==> src/rtl/mul_div_unit.sv <==
// Iterative multiply/divide unit with a fixed WIDTH+2 cycle occupancy and direct register-file write-back.
// Define MDU_SIGNED_EN to compile in signed operand/result handling (mdu_sign honoured).
module mul_div_unit #(
   parameter int WIDTH = 32
) (
   input  logic             clk,
   input  logic             rst,
   input  logic             mdu_start,
   input  logic [1:0]       mdu_op,
   input  logic             mdu_sign,
   input  logic [WIDTH-1:0] mdu_src0,
   input  logic [WIDTH-1:0] mdu_src1,
   input  logic [4:0]       mdu_rd,
   output logic             mdu_busy,
   output logic             mdu_done,
   output logic             mdu_we,
   output logic [4:0]       mdu_wa,
   output logic [WIDTH-1:0] mdu_wd
);

   localparam int CW = $clog2(WIDTH);
   localparam logic [1:0] S_IDLE = 2'd0;
   localparam logic [1:0] S_CALC = 2'd1;
   localparam logic [1:0] S_DONE = 2'd2;

   logic [1:0]         state;
   logic [CW-1:0]      count;
   logic [1:0]         op;
   logic [2*WIDTH-1:0] prod;
   logic [WIDTH-1:0]   opnd;
   logic [4:0]         wa_q;
   logic [WIDTH-1:0]   wd_q;

   logic [WIDTH-1:0]   mag0;
   logic [WIDTH-1:0]   mag1;
   logic [2*WIDTH-1:0] prod_nxt;
   logic [WIDTH:0]     mul_sum;
   logic [WIDTH:0]     div_shift;
   logic [WIDTH:0]     div_diff;
   logic [2*WIDTH-1:0] res_full;
   logic [WIDTH-1:0]   result;

`ifdef MDU_SIGNED_EN
   logic src0_neg;
   logic src1_neg;
   logic neg_a;
   logic neg_b;

   assign src0_neg = mdu_sign & mdu_src0[WIDTH-1];
   assign src1_neg = mdu_sign & mdu_src1[WIDTH-1];
   assign mag0     = src0_neg ? -mdu_src0 : mdu_src0;
   assign mag1     = src1_neg ? -mdu_src1 : mdu_src1;
`else
   logic unused_sign;

   assign unused_sign = mdu_sign;
   assign mag0        = mdu_src0;
   assign mag1        = mdu_src1;
`endif

   // prod holds {high, low} for multiply and {remainder, quotient} for divide
   always_comb begin
      mul_sum   = {1'b0, prod[2*WIDTH-1:WIDTH]} + (prod[0] ? {1'b0, opnd} : '0);
      div_shift = prod[2*WIDTH-1:WIDTH-1];
      div_diff  = div_shift - {1'b0, opnd};
      if (op[1]) begin
         if (div_shift >= {1'b0, opnd})
            prod_nxt = {div_diff[WIDTH-1:0], prod[WIDTH-2:0], 1'b1};
         else
            prod_nxt = {div_shift[WIDTH-1:0], prod[WIDTH-2:0], 1'b0};
      end else begin
         prod_nxt = {mul_sum, prod[WIDTH-1:1]};
      end
   end

   // A zero divisor keeps the all-ones quotient regardless of operand signs
   always_comb begin
      res_full = prod_nxt;
`ifdef MDU_SIGNED_EN
      if (op[1]) begin
         if ((neg_a ^ neg_b) && (opnd != '0))
            res_full[WIDTH-1:0] = -prod_nxt[WIDTH-1:0];
         if (neg_a)
            res_full[2*WIDTH-1:WIDTH] = -prod_nxt[2*WIDTH-1:WIDTH];
      end else if (neg_a ^ neg_b) begin
         res_full = -prod_nxt;
      end
`endif
      result = op[0] ? res_full[2*WIDTH-1:WIDTH] : res_full[WIDTH-1:0];
   end

   always_ff @(posedge clk) begin
      if (rst) begin
         state <= S_IDLE;
         count <= '0;
         op    <= '0;
         prod  <= '0;
         opnd  <= '0;
         wa_q  <= '0;
         wd_q  <= '0;
`ifdef MDU_SIGNED_EN
         neg_a <= 1'b0;
         neg_b <= 1'b0;
`endif
      end else begin
         case (state)
            S_IDLE: begin
               if (mdu_start) begin
                  op    <= mdu_op;
                  wa_q  <= mdu_rd;
                  count <= '0;
                  prod  <= {{WIDTH{1'b0}}, (mdu_op[1] ? mag0 : mag1)};
                  opnd  <= mdu_op[1] ? mag1 : mag0;
`ifdef MDU_SIGNED_EN
                  neg_a <= src0_neg;
                  neg_b <= src1_neg;
`endif
                  state <= S_CALC;
               end
            end
            S_CALC: begin
               prod  <= prod_nxt;
               count <= count + 1'b1;
               if (count == CW'(WIDTH-1)) begin
                  wd_q  <= result;
                  state <= S_DONE;
               end
            end
            S_DONE:  state <= S_IDLE;
            default: state <= S_IDLE;
         endcase
      end
   end

   assign mdu_busy = (state != S_IDLE);
   assign mdu_done = (state == S_DONE);
   assign mdu_we   = mdu_done && (wa_q != 5'd0);
   assign mdu_wa   = wa_q;
   assign mdu_wd   = wd_q;

endmodule

==> config.mk <==
export PLATFORM = sky130hd
export DESIGN_NAME = mul_div_unit
export DESIGN_NICKNAME = d
export VERILOG_FILES = /design/src/rtl/mul_div_unit.sv
export SDC_FILE = /design/constraint.sdc
export NUM_CORES = 1
export LEC_CHECK = 0
export BUFFER_PORTS_ARGS = -buffer_cell sky130_fd_sc_hd__buf_2
export CORE_MARGIN = 2
export CORE_UTILIZATION = 30
export DETAILED_ROUTE_END_ITERATION = 10
export PLACE_DENSITY = 0.51
export SYNTH_ARGS = -nofsm -noshare
export SYNTH_HDL_FRONTEND = slang
export SYNTH_SLANG_ARGS = --single-unit
==> constraint.sdc <==
create_clock -name clk -period 5.9 [get_ports clk]
set_input_delay 0 -clock clk [delete_from_list [all_inputs] [get_ports clk]]
set_output_delay 0 -clock clk [all_outputs]
set_load 0.02 [all_outputs]
==> impl_metrics.py, run 1 <==
metrics = {
    "status": {
        "status": "complete, but fails checks",
        "violations": "negative hold slack",
    },
    "timing": {
        "rsz0062_at_grt": "no",
        "setup_viol": 0,
        "maxSlewHeadroom": 0.320,
        "worstMarginPinSlew_ns": 1.02,
        "hold_viol": 1,
        "fin_crit_ns": 3.95,
        "fmax_mhz": 253,
        "finalCritPeriodShare": 0.670,
        "drv_slew": 0,
        "setup_tns_ns": 0,
        "worst_hold_slack_ns": -0.0108,
        "skew_ns": 0.00992,
    },
    "synthesis": {
        "yosys.area.top_type": "dfxtp_1",
        "synth_edf_count": 0,
        "ys_warn_count": 0,
        "syn-mean-instance-area_um2": 7.79,
        "synth_mux_area_frac": 0.106,
        "synth_top_area_share": 0.251,
        "synthesis.area_um2": 11300,
        "synth_xor_area_frac": 0.0294,
        "synth.net_count": 1598,
        "synth.distinct_cells": 97,
        "synth_top_family_by_area": "compound AO/OA/AOI/OAI gates",
        "ys.flop_type": "dfxtp_1",
        "synthSimpleGateAreaFrac": 0.194,
        "synth_area_leaders": "dfxtp_1 (25%), mux2i_1 (8.3%), ha_1 (7.3%)",
        "ys_ff_latch": 142,
        "postSynthCellCount": 1455,
        "synth_compound_area_frac": 0.284,
        "async_reset_ff_frac": 0,
        "yosysSeqAreaShare": 0.251,
        "synth_fa_ha_area_frac": 0.0764,
    },
    "layout": {
        "layout-drive-gt1-share": 0.143,
        "area_growth_pct": 18.4,
        "nNetsFinal": 1705,
        "insertedDiodeCount": 0,
    },
    "worst_setup_path": {
        "crit_top_cell": "o21ai_0",
        "required_ns": 6.27,
        "critPathTopFamily": "compound AO/OA/AOI/OAI gates",
        "cp_max_fo": 6,
        "critical_path.cell_chain": "and2_1 -> ha_1 -> inv_1 -> fa_1 -> nand2b_1 -> a21oi_1 -> o21ai_0 -> a211oi_1 -> o21ai_0 -> a2111oi_0 -> o32a_1 -> nand3_1 -> o21ai_1",
        "worstSetupPathType": "register to register",
        "arrival_ns": 4.32,
        "crit_slowest_cell": "a211oi_1",
        "critPathBufInv": 1,
        "startpoint_type": "register",
        "max_stage_delay_ns": 0.70,
        "setup.worst_path.end_class": "register",
    },
    "clocking": {
        "clock-root-buffer": "clkbuf_16",
        "post_cts_resize_count": 0,
        "postCtsSetupBuffers": 0,
        "ctsLongestPathBuffers": 2,
        "cts_buffers": 17,
        "cts_num_sinks": 142,
        "clkTransAtPathRegs_ns": 0.07,
        "h-tree-depth": 4,
        "holdBufCountCts": 62,
        "cts_tree": "built",
        "clock_latency_ns": 0.44,
    },
    "detailed_routing": {
        "drc": 0,
        "dr.pass1.iters": 5,
        "dr_total_vias": 11400,
        "postRouteAntennaNets": 0,
        "routed_wl_mm": 41.0,
        "drt_iter0_markers": 828,
        "wl_per_cell_um": 19.7,
        "viasPerCell": 5.47,
    },
    "placement": {
        "portBuffers": 113,
        "hpwl_mm": 30.3,
        "gp_congestion": 0.949,
    },
    "power": {
        "ir_drop_v": 0.000263,
        "p_leak_nw": 5.63,
        "power_density_nw_per_um2": 225,
        "power.total_mw": 3.02,
    },
    "die": {
        "initial_core_util": 0.303,
        "ios": 115,
        "die-area_um2": 39400,
        "dieWidth_um": 198,
        "core_um2": 37400,
        "placementRows": 71,
        "die_h_um": 198,
    },
    "hold_path": {
        "min_path_type": "primary input to register",
    },
    "grt": {
        "track_usage": 0.209,
        "overflow": 0,
        "grt_max_degree": 70,
        "grt_pass1_vias": 10800,
        "grt_pass1_wl_mm": 63.5,
        "antenna_found_initial": 0,
    },
    "flow_run": {
        "max_cap_viol_count": 0,
    },
}
==> final timing paths <==
kind | startpoint | slack [ns] | depth (start not counted) | endpoint
worst max register to register | prod[0] | 1.95 | 13 | prod[63]
worst max-delay path | prod[0] | 1.95 | 13 | prod[63]
worst min-delay path | mdu_src1[31] | -0.01 | 3 | opnd[31]
worst min register to register | mdu_wd[0] | 0.45 | 2 | mdu_wd[0]
==> sequential cells by signal (all words and copies together) (netlist names) <==
register / count
op: 2
opnd: 32
prod: 64
state: 2
mdu_wa: 5
mdu_wd: 32
count: 5
==> where the power goes <==
group	total (mW)	internal, mW	switching (mW)
combinational	0.852	0.339	0.513
sequential	1.09	1.01	0.0729
clock	1.08	0.617	0.461
==> metal layers <==
layer | up-vias | global-route usage | routed length (um)
met2 | 326 | 0.322 | 17900
li1 | 5588 | - | -
met3 | 53 | 0.0275 | 2080
met4 | 0 | 0.0705 | 1060
met5 | - | 0 | 0
met1 | 5451 | 0.300 | 20000
==> cell families (layout without fill, tap and decap cells) <==
| kind of cell | count (synthesis) | count (layout) |
|---|---|---|
| AO/OA/AOI/OAI | 490 | 490 |
| XOR/XNOR | 38 | 38 |
| adder cells (fa/ha/maj) | 68 | 68 |
| buffers and inverters | 160 | 280 |
| flip-flops | 142 | 142 |
| multiplexers | 112 | 112 |
| AND/OR/NAND/NOR | 445 | 445 |
==> layout by cell type (no fill, tap or decap), drive strengths merged, types with 12 or more instances in the layout <==
cell type    instances
xnor2               20
a211oi              44
a21o                28
and2                41
nand2              113
mux2                14
inv                 62
a21oi              166
dfxtp              142
mux2i               94
xor2                18
o21ai               78
o22ai               20
ha                  66
buf                127
o211ai              13
dlygate4sd3         62
clkbuf              21
a31oi               20
nand4               12
o21a                15
nand3               49
nor3                34
nor2               115
==> synth_stat cells, types with 11 or more instances <==
| cell | count |
|---|---|
| nand3_1 | 49 |
| dfxtp_1 | 142 |
| o22ai_1 | 20 |
| clkbuf_1 | 66 |
| mux2i_1 | 94 |
| nand4_1 | 12 |
| nand2_1 | 112 |
| xor2_1 | 18 |
| nor3_1 | 33 |
| and3_1 | 11 |
| and2_1 | 41 |
| o21ai_0 | 66 |
| inv_1 | 57 |
| o211ai_1 | 12 |
| o21a_1 | 14 |
| ha_1 | 66 |
| a21o_1 | 26 |
| a21oi_1 | 164 |
| a31oi_1 | 20 |
| a211oi_1 | 42 |
| xnor2_1 | 20 |
| buf_1 | 18 |
| mux2_2 | 11 |
| nor2_1 | 112 |
==> worst min-delay path, stage by stage <==
cell and delay (ns):
buf_2 0.10, mux2i_1 0.18, a211oi_1 0.09
==> metrics by stage <==
| step | instances | setup WS [ns] | cell area, um^2 | hold WS (ns) | utilization |
|---|---|---|---|---|---|
| after floorplan | 1455 | 2.68 | 11300 | 0.136 | - |
| after global placement | 1992 | 2.07 | 12200 | 0.243 | 0.327 |
| after detailed placement | 1992 | 2.05 | 12200 | 0.248 | 0.327 |
| after CTS | 2086 | 2.04 | 13400 | 0.00170 | 0.359 |
| after global routing | 2086 | 1.63 | 13400 | 0.0161 | 0.359 |
| final | 2086 | 1.95 | 13400 | -0.0108 | 0.359 |
==> layout make-up <==
type	count	area, um^2
Clock buffer	21	470
Clock inverter	11	104
Fill cell	3945	24000
Inverter	59	229
Multi-Input combinational cell	1153	7840
Sequential cell	142	2850
Tap cell	511	639
Timing Repair Buffer	189	1300
(Power assumes the default switching activity.)
==> inputs of run 2 (changes only) <==
--- a/config.mk
+++ b/config.mk
@@ -9,7 +9,7 @@
 export CORE_MARGIN = 2
 export CORE_UTILIZATION = 30
 export DETAILED_ROUTE_END_ITERATION = 10
-export PLACE_DENSITY = 0.51
+export PLACE_DENSITY = 0.53
 export SYNTH_ARGS = -nofsm -noshare
 export SYNTH_HDL_FRONTEND = slang
 export SYNTH_SLANG_ARGS = --single-unit
==> constraint.sdc (replaced) <==
create_clock -name clk -period 3.6 [get_ports clk]
set_input_delay 0 -clock clk [delete_from_list [all_inputs] [get_ports clk]]
set_output_delay 0 -clock clk [all_outputs]
set_load 0.02 [all_outputs]
==> impl_metrics.py, run 2 (synthesis gave the netlist of run 1 again) <==
metrics = {
    "clocking": {
        "ctsLongestPathBuffers": 2,
        "cts_buffers": 17,
        "clock_latency_ns": 0.43,
        "cts_num_sinks": 142,
        "cts_tree": "built",
        "h-tree-depth": 4,
        "clock-root-buffer": "clkbuf_16",
        "clkTransAtPathRegs_ns": 0.06,
    },
    "placement": {
        "gp_congestion": 0.956,
        "portBuffers": 113,
        "hpwl_mm": 33.0,
    },
    "worst_setup_path": {
        "cp_max_fo": 4,
        "crit_slowest_cell": "fa_1",
        "critPathBufInv": 2,
        "critical_path.cell_chain": "inv_1 -> ha_1 -> inv_1 -> fa_1 -> a211oi_4 -> o21ai_2 -> a211oi_4 -> o41ai_2 -> a21oi_2 -> xnor2_1 -> mux2_4 -> mux4_2 -> a22o_1",
        "setup.worst_path.end_class": "register",
        "required_ns": 3.92,
        "arrival_ns": 3.77,
        "max_stage_delay_ns": 0.45,
        "worstSetupPathType": "register to register",
        "startpoint_type": "register",
        "critPathTopFamily": "compound AO/OA/AOI/OAI gates",
    },
    "power": {
        "ir_drop_v": 0.000283,
        "p_leak_nw": 6.00,
        "power.total_mw": 5.24,
        "power_density_nw_per_um2": 374,
    },
    "grt": {
        "grt_max_degree": 72,
        "overflow": 0,
        "antenna_found_initial": 1,
        "grt_pass1_vias": 11200,
        "track_usage": 0.218,
        "grt_pass1_wl_mm": 65.7,
    },
    "timing": {
        "drv_slew": 0,
        "fin_crit_ns": 3.45,
        "hold_viol": 0,
        "finalCritPeriodShare": 0.958,
        "fmax_mhz": 290,
        "skew_ns": 0.0123,
        "setup_viol": 0,
        "setup_tns_ns": 0,
        "rsz0062_at_grt": "no",
        "maxSlewHeadroom": 0.372,
        "worstMarginPinSlew_ns": 0.940,
    },
    "layout": {
        "nNetsFinal": 1771,
        "fillers": 3898,
        "regMostFlops": "prod",
        "largest_reg_flops": 64,
        "insertedDiodeCount": 0,
        "layout_common_cells": "a21oi_1 (163), dfxtp_1 (140), nor2_1 (112)",
        "area_growth_pct": 23.5,
        "layout-drive-gt1-share": 0.184,
        "final_common_cell": "a21oi_1",
    },
    "die": {
        "ios": 115,
        "die_h_um": 198,
        "core_um2": 37400,
        "die-area_um2": 39400,
        "dieWidth_um": 198,
        "initial_core_util": 0.303,
        "placementRows": 71,
    },
    "detailed_routing": {
        "drt_iter0_markers": 959,
        "dr_total_vias": 11900,
        "routed_wl_mm": 43.2,
        "viasPerCell": 5.52,
        "postRouteAntennaNets": 0,
        "dr.pass1.iters": 5,
        "wl_per_cell_um": 20.1,
        "drc": 0,
    },
    "status": {
        "status": "finished clean",
    },
    "flow_run": {
        "max_cap_viol_count": 0,
    },
    "hold_path": {
        "min_path_type": "primary input to register",
    },
}
run 2: area by class of cell:
cell class / instances / area (um^2) / area share
clock inverter: 13 / 185 / 0.0132
timing repair buffer: 255 / 1790 / 0.128
inverter: 59 / 229 / 0.0164
sequential: 142 / 2850 / 0.203
multi-input combinational: 1153 / 7860 / 0.561
clock buffer: 19 / 453 / 0.0324
tap: 511 / 639 / 0.0457
run 2: worst paths after layout:
check | startpoint | to | slack, ns | cells after the start
hold / removal | mdu_src0[27] | opnd[27] | 0.01 | 3
hold reg to reg | mdu_wd[0] | mdu_wd[0] | 0.48 | 2
setup reg to reg | prod[31] | mdu_wd[20] | 0.15 | 13
setup / recovery | prod[31] | mdu_wd[20] | 0.15 | 13
run 2: timing repair:
action | 4_1_cts | 5_1_grt
gates resized for setup | 0 | 6
hold buffers | 56 | 0
setup endpoints to repair | 0 | 11
buffers inserted | 0 | 2
hold endpoints to repair | 36 | 0
run 2: through the flow:
step                utilization  worst slack (ns)  hold slack [ns]  instances  area [um^2]
floorplan                     -             0.379            0.136       1455        11300
global placement          0.341             0.192            0.239       2062        12800
detailed placement        0.341             0.143            0.248       2062        12800
CTS                       0.373             0.105          0.00183       2150        14000
global route              0.374            0.0279           0.0210       2152        14000
finish                    0.374             0.152           0.0109       2152        14000
run 2: worst min-delay path, stage by stage:
cell and delay (ns):
buf_2 0.08, mux2i_1 0.09, a211oi_1 0.22
run 2: layer usage:
layer / routed length [um] / vias to the layer above / GRT usage / share of wire
met3: 2930 / 55 / 0.0334 / 0.068
li1: - / 5732 / - / -
met2: 19000 / 438 / 0.343 / 0.44
met5: 13 / - / 0 / 0.00030
met4: 979 / 2 / 0.0630 / 0.023
met1: 20300 / 5645 / 0.308 / 0.47
run 2: power by group:
group | internal [mW] | leakage, nW | switching [mW]
sequential | 1.66 | 1.16 | 0.117
combinational | 0.630 | 4.53 | 0.883
clock | 1.20 | 0.310 | 0.751
total | 3.49 | 6.00 | 1.75
